===== src/rtl/uart_rx_frame_collector.sv =====
// Collects ASCII decimal digits from a UART receiver into a packed BCD frame.
// A frame closes on N_DIGITS digits or on TERM; bad bytes and idle gaps abort it.
module uart_rx_frame_collector #(
  parameter int         N_DIGITS = 10,
  parameter int         TIMEOUT  = 1000000,
  parameter logic [7:0] TERM     = 8'h0D
) (
  input  logic                  clk,
  input  logic                  rst,
  input  logic                  rx_valid,
  input  logic [7:0]            rx_data,
  output logic [4*N_DIGITS-1:0] digits,
  output logic [3:0]            frame_len,
  output logic                  frame_done,
  output logic                  frame_err,
  output logic                  busy
);

  localparam int             BW         = 4 * N_DIGITS;
  localparam int             TW         = $clog2(TIMEOUT);
  localparam logic [TW-1:0]  TIMER_LAST = TW'(TIMEOUT - 1);
  localparam logic [3:0]     FULL_LEN   = 4'(N_DIGITS);

  typedef enum logic [1:0] {
    IDLE,
    COLLECT,
    DISCARD
  } state_t;

  state_t          state, state_n;
  logic [BW-1:0]   work, work_n;
  logic [3:0]      count, count_n;
  logic [TW-1:0]   timer, timer_n;
  logic [BW-1:0]   digits_n;
  logic [3:0]      frame_len_n;
  logic            done_n;
  logic            err_n;

  logic            is_digit;
  logic            is_term;
  logic            expired;
  logic [3:0]      nib;
  logic [3:0]      count_inc;
  logic [TW-1:0]   timer_tick;

  // A TERM value that happens to be a digit is treated as a digit.
  assign is_digit   = (rx_data >= 8'h30) && (rx_data <= 8'h39);
  assign is_term    = (rx_data == TERM) && !is_digit;
  assign nib        = rx_data[3:0];
  assign count_inc  = count + 4'd1;
  // A byte arriving on the expiry cycle wins over the timeout.
  assign expired    = !rx_valid && (timer == TIMER_LAST);
  assign timer_tick = (timer == TIMER_LAST) ? timer : timer + TW'(1);

  // Writes a nibble at digit position pos, position 0 being the most significant.
  function automatic logic [BW-1:0] place(input logic [BW-1:0] frame_in,
                                          input logic [3:0]    pos,
                                          input logic [3:0]    val);
    logic [BW-1:0] r;
    r = frame_in;
    for (int i = 0; i < N_DIGITS; i++) begin
      if (pos == 4'(i)) r[BW-4-4*i +: 4] = val;
    end
    return r;
  endfunction

  always_comb begin
    // NOTE: every signal driven here gets a default first, so no path can infer a latch.
    state_n     = state;
    work_n      = work;
    count_n     = count;
    timer_n     = timer;
    digits_n    = digits;
    frame_len_n = frame_len;
    done_n      = 1'b0;
    err_n       = 1'b0;

    case (state)
      IDLE: begin
        timer_n = '0;
        if (rx_valid) begin
          if (is_digit) begin
            work_n  = place('0, 4'd0, nib);
            count_n = 4'd1;
            state_n = COLLECT;
          end else if (!is_term) begin
            err_n   = 1'b1;
            state_n = DISCARD;
          end
        end
      end

      COLLECT: begin
        if (rx_valid) begin
          timer_n = '0;
          if (is_digit) begin
            work_n  = place(work, count, nib);
            count_n = count_inc;
            if (count_inc == FULL_LEN) begin
              digits_n    = work_n;
              frame_len_n = FULL_LEN;
              done_n      = 1'b1;
              count_n     = '0;
              state_n     = IDLE;
            end
          end else if (is_term) begin
            digits_n    = work;
            frame_len_n = count;
            done_n      = 1'b1;
            count_n     = '0;
            state_n     = IDLE;
          end else begin
            err_n   = 1'b1;
            count_n = '0;
            state_n = DISCARD;
          end
        end else if (expired) begin
          err_n   = 1'b1;
          count_n = '0;
          timer_n = '0;
          state_n = IDLE;
        end else begin
          timer_n = timer_tick;
        end
      end

      DISCARD: begin
        // Bytes are dropped silently; any byte still counts as line activity.
        if (rx_valid) begin
          timer_n = '0;
          if (is_term) state_n = IDLE;
        end else if (expired) begin
          timer_n = '0;
          state_n = IDLE;
        end else begin
          timer_n = timer_tick;
        end
      end

      default: begin
        state_n = IDLE;
        count_n = '0;
        timer_n = '0;
      end
    endcase
  end

  // NOTE: the work buffer is a plain register bank, so it is reset along with the rest.
  always_ff @(posedge clk or negedge rst) begin
    if (!rst) begin
      state      <= IDLE;
      work       <= '0;
      count      <= '0;
      timer      <= '0;
      digits     <= '0;
      frame_len  <= '0;
      frame_done <= 1'b0;
      frame_err  <= 1'b0;
      busy       <= 1'b0;
    end else begin
      // NOTE: sequential state uses non-blocking assignments so all registers update together.
      state      <= state_n;
      work       <= work_n;
      count      <= count_n;
      timer      <= timer_n;
      digits     <= digits_n;
      frame_len  <= frame_len_n;
      frame_done <= done_n;
      frame_err  <= err_n;
      busy       <= (state_n != IDLE);
    end
  end

endmodule


===== config.mk =====
export PLATFORM = sky130hd
export DESIGN_NAME = uart_rx_frame_collector
export DESIGN_NICKNAME = d
export VERILOG_FILES = /design/src/rtl/uart_rx_frame_collector.sv
export SDC_FILE = /design/constraint.sdc
export NUM_CORES = 1
export LEC_CHECK = 0
export CAP_MARGIN = 25
export CORE_UTILIZATION = 60
export CTS_BUF_LIST = sky130_fd_sc_hd__clkbuf_2 sky130_fd_sc_hd__clkbuf_4 sky130_fd_sc_hd__clkbuf_8
export DETAILED_ROUTE_END_ITERATION = 10
export GPL_TIMING_DRIVEN = 1
export MAX_ROUTING_LAYER = met4
export PLACE_DENSITY = 0.86
export SYNTH_ARGS = -nofsm -noshare
export SYNTH_HDL_FRONTEND = slang
export SYNTH_SLANG_ARGS = --single-unit

===== constraint.sdc =====
create_clock -name clk -period 4.7 [get_ports clk]
set_input_delay 0.47 -clock clk [delete_from_list [all_inputs] [get_ports clk]]
set_output_delay 0.47 -clock clk [all_outputs]
set_load 0.05 [all_outputs]

==> out/metrics.sh <==
TIGHTEST_SLEW_NS=0.847
SYNTH_WARNINGS=0
ROUTED.TOP_LAYER='met4'
WORST_HOLD_PATH_TYPE='input port to asynchronous set/reset pin'
DRT_DRC_VIOLATIONS_LEFT=0
CLKLATENCYLATEPIN_NS=0.44
CRITICAL_PATH.N_BUFFERS_INVERTERS=3
POST_SYNTHESIS_AREA_PER_INSTANCE_UM2=12.0
CRITPATHSLOWESTCELL='sky130_fd_sc_hd__clkdlybuf4s50_1'
MAXCLOCKFREQUENCY_MHz=307
LEAKAGE_uW=0.00295
FINISH.NET_COUNT=532
BOUNDARYPINS=58
CP_TOP_FAMILY='buffers and inverters'
YOSYSTOPAREACELLSHARE_PCT=52.4
SYNTHDISTINCTLIBCELLS=50
POST_SYNTH_INST_COUNT=449
IR_WORST_VDD_V=0.000293
GRT_MAX_DEGREE=80
ROUTEDWLPERCELL_UM=19.1
FILLCELLCOUNT=566
DESIGN_AREA_UM2=6490
POST-ROUTE-PERIOD-UTIL_PCT=69.3
ROUTEDLENGTHMET1_MM=5.28
DRT_WL_TOTAL_MM=12.1
ASYNC_RESET_FF_SHARE_PCT=100
SYNTH_SEQUENTIAL_AREA_RATIO_PCT=52.4
CTS.ROOT.BUFFER_CELL='sky130_fd_sc_hd__clkbuf_8'
AREAGROWTHSYNTHTOFINISH_PCT=20.3
CTS-BUFFERS-INSERTED=17
STATUS='completed'
CLOCK-SKEW-FINAL_NS=0.0207
FINAL-HOLD-VIOLATION-COUNT=0
SETUP-TNS-FINAL_NS=0
RATIO_OF_CELLS_WITH_DRIVE_ABOVE_1_IN_THE_FINAL_LAYOUT_PCT=25.7
CTS_NUM_SINKS=113
GRT_PASS1_VIAS=3997
DRTPASS1ITERATIONS=4
SYNTH_ENABLE_FLOP_CELLS=0
VIAS_PER_CELL=6.14
FINALPOWER_uW=2190
MOST_FREQUENT_CELLS_AFTER_SYNTHESIS='sky130_fd_sc_hd__dfrtp_1, sky130_fd_sc_hd__mux2_2, sky130_fd_sc_hd__nor2_1'
PLACE.GP.CONGESTION=0.909
CTS_TREE='done'
POSTSYNTH.TOPFLOPCELL='sky130_fd_sc_hd__dfrtp_1'
CRITPATHREQUIREDTIME_NS=5.02
WORSTPATHARRIVAL_NS=3.57
ROUTE.VIAS.TOTAL=3889
CRITPATHMAXFANOUT=25
POSTSYNTHNETCOUNT=469
SLEW_HEADROOM_PCT=43.4
CHIPHEIGHT_UM=96.8
MULTIINPUTGATEAREA_UM2=2440
IO_BUFFER_COUNT=57
DESIGN.CORE.AREA_UM2=8720
ROW_COUNT=34
GRT_ANTENNA_BEFORE_REPAIR=0
MET2WIRELENGTH_MM=5.88
WL_MET3_UM=634
FIRST_PASS_GRT_WIRE_LENGTH_MM=20.2
CTS-ROOT-TO-SINK-BUFFERS=2
FLOORPLAN.INITIALDENSITY_PCT=61.9
RSZ0062_AT_GRT='no'
YOSYS_REGISTER_BITS=113
DRT.ANTENNA.VIOLATING_NETS=0
N_ANTENNA_CELL=0
CRIT_PATH_MAX_INCR_DELAY_NS=0.70
GRT_USAGE_PCT=28.1
DIE_BOUNDARY_WIDTH_UM=96.8
CTS_SETUP_BUFFERS=0
GLOBALROUTEOVERFLOWTOTAL=0
YOSYS.CELL_COUNT.TOP_TYPE='sky130_fd_sc_hd__dfrtp_1'
CLK_TRANSITION_REPORTED_PATHS_NS=0.08
SYNTH_AREA_LEADER_CELL='sky130_fd_sc_hd__dfrtp_1'
START_KIND='input port'
MAX_CAP_VIOL_COUNT=0
NETLIST_AREA_UM2=5390
END_KIND='register'
FINAL-SETUP-VIOL-COUNT=0
DPL.HPWL_MM=7.73
WORSTPATHCELLLIST='clkdlybuf4s50_1 > buf_4 > o21ai_0 > and2_1 > o21ai_0 > a21oi_4 > buf_4 > mux2_2'
FINAL-SEQ-AREA_UM2=2830
PLACED_AREA_UM2=6070
HTREE_LEVELS=4
WORSTSETUPPATHTYPE='input port to register'
DRT_ITER0_MARKERS=198
FINALMAXSLEWVIOLATIONS=0
PWR_DENSITY_CELL_nW_PER_UM2=337
MIN_PERIOD_NS=3.26
DIE_OUTLINE_AREA_UM2=9370
YOSYS-TOP-CELLS-AREA='sky130_fd_sc_hd__dfrtp_1, sky130_fd_sc_hd__mux2_2, sky130_fd_sc_hd__a22o_1'
[placed cells by master, fill, tap and decap left out, drive strengths merged, types with 14 or more instances in the layout]
cell type      netlist  layout
dfrtp              113     113
mux2                84      84
clkdlybuf4s50        0      56
nor2                31      31
nand2               23      23
a22o                21      21
o21ai               20      20
clkbuf              14      19
a32o                17      17
inv                 10      14
[sequential cells by signal, summed over array words and instances, names as in the netlist]
register and flops:
busy 1, timer 20, frame_err 1, work 40
frame_done 1, count 4, frame_len 4, digits 40
state 2
[power by group]
part / internal, uW / switching [uW] / leakage [uW]
clock: 453 / 446 / 0.000186
sequential: 1000 / 23.0 / 0.00156
combinational: 98.4 / 163 / 0.00120
total: 1550 / 631 / 0.00295
[through the flow]
| step | std cells | hold WS, ns | worst slack [ns] | utilization, % |
|---|---|---|---|---|
| after floorplan | 449 | 0.174 | 2.36 | - |
| after global placement | 598 | 0.468 | 1.24 | 69.4 |
| after detailed placement | 599 | 0.477 | 1.08 | 69.6 |
| after CTS | 631 | 0.214 | 1.54 | 74.0 |
| after global routing | 633 | 0.364 | 1.32 | 74.4 |
| final | 633 | 0.377 | 1.44 | 74.4 |
[worst paths after layout]
check                                     startpoint                     to  slack (ns)  cells past startpoint
worst max register to register    state[1]$_DFF_PN0_   work[30]$_DFFE_PN0P_        2.12                      5
worst min-delay path                             rst   timer[6]$_DFFE_PN0P_        0.38                      2
min in group clk                work[19]$_DFFE_PN0P_   work[19]$_DFFE_PN0P_        0.50                      1
worst min register to register  work[19]$_DFFE_PN0P_   work[19]$_DFFE_PN0P_        0.50                      1
worst max-delay path                      rx_data[1]  digits[7]$_DFFE_PN0P_        1.44                      8
max in group asynchronous                        rst   work[15]$_DFFE_PN0P_        3.26                      4
[area by class of cell]
cell class / count / share of cell area (%)
sequential: 113 / 43.6
multi-input combinational: 304 / 37.6
timing repair buffer: 66 / 10.2
clock buffer: 19 / 4.03
tap: 108 / 2.08
clock inverter: 13 / 1.95
inverter: 10 / 0.578
[what timing repair did]
| action | in CTS | in global routing |
|---|---|---|
| hold endpoints to repair | 0 | 5 |
| resized for setup | 0 | 0 |
| hold buffers | 0 | 1 |
[cells by family (layout without fill, tap and decap cells)]
kind of cell,after synthesis,in the layout,share of synthesized area [%]
AO/OA/AOI/OAI,77,77,11.2
XOR/XNOR,18,18,2.92
adder cells (fa/ha/maj),9,9,2.09
buffers and inverters,32,108,2.46
flip-flops,113,113,52.4
multiplexers,85,85,17.7
AND/OR/NAND/NOR,115,115,11.2
[worst reg2reg max path, cell delays in order, from the launching register on]
cell and delay (ns):
sky130_fd_sc_hd__dfrtp_1 0.43, sky130_fd_sc_hd__inv_1 0.11, sky130_fd_sc_hd__ha_1 0.39, sky130_fd_sc_hd__nand4_1 0.62, sky130_fd_sc_hd__o21ai_0 0.71, sky130_fd_sc_hd__a22o_1 0.23
[routing by layer]
layer | vias to the layer above | GRT usage (%)
met5 | - | -
met4 | 0 | 12.5
met3 | 30 | 6.36
met2 | 130 | 43.1
met1 | 1968 | 36.1
li1 | 1761 | -
Note: power is estimated with default switching activity, not from simulation.
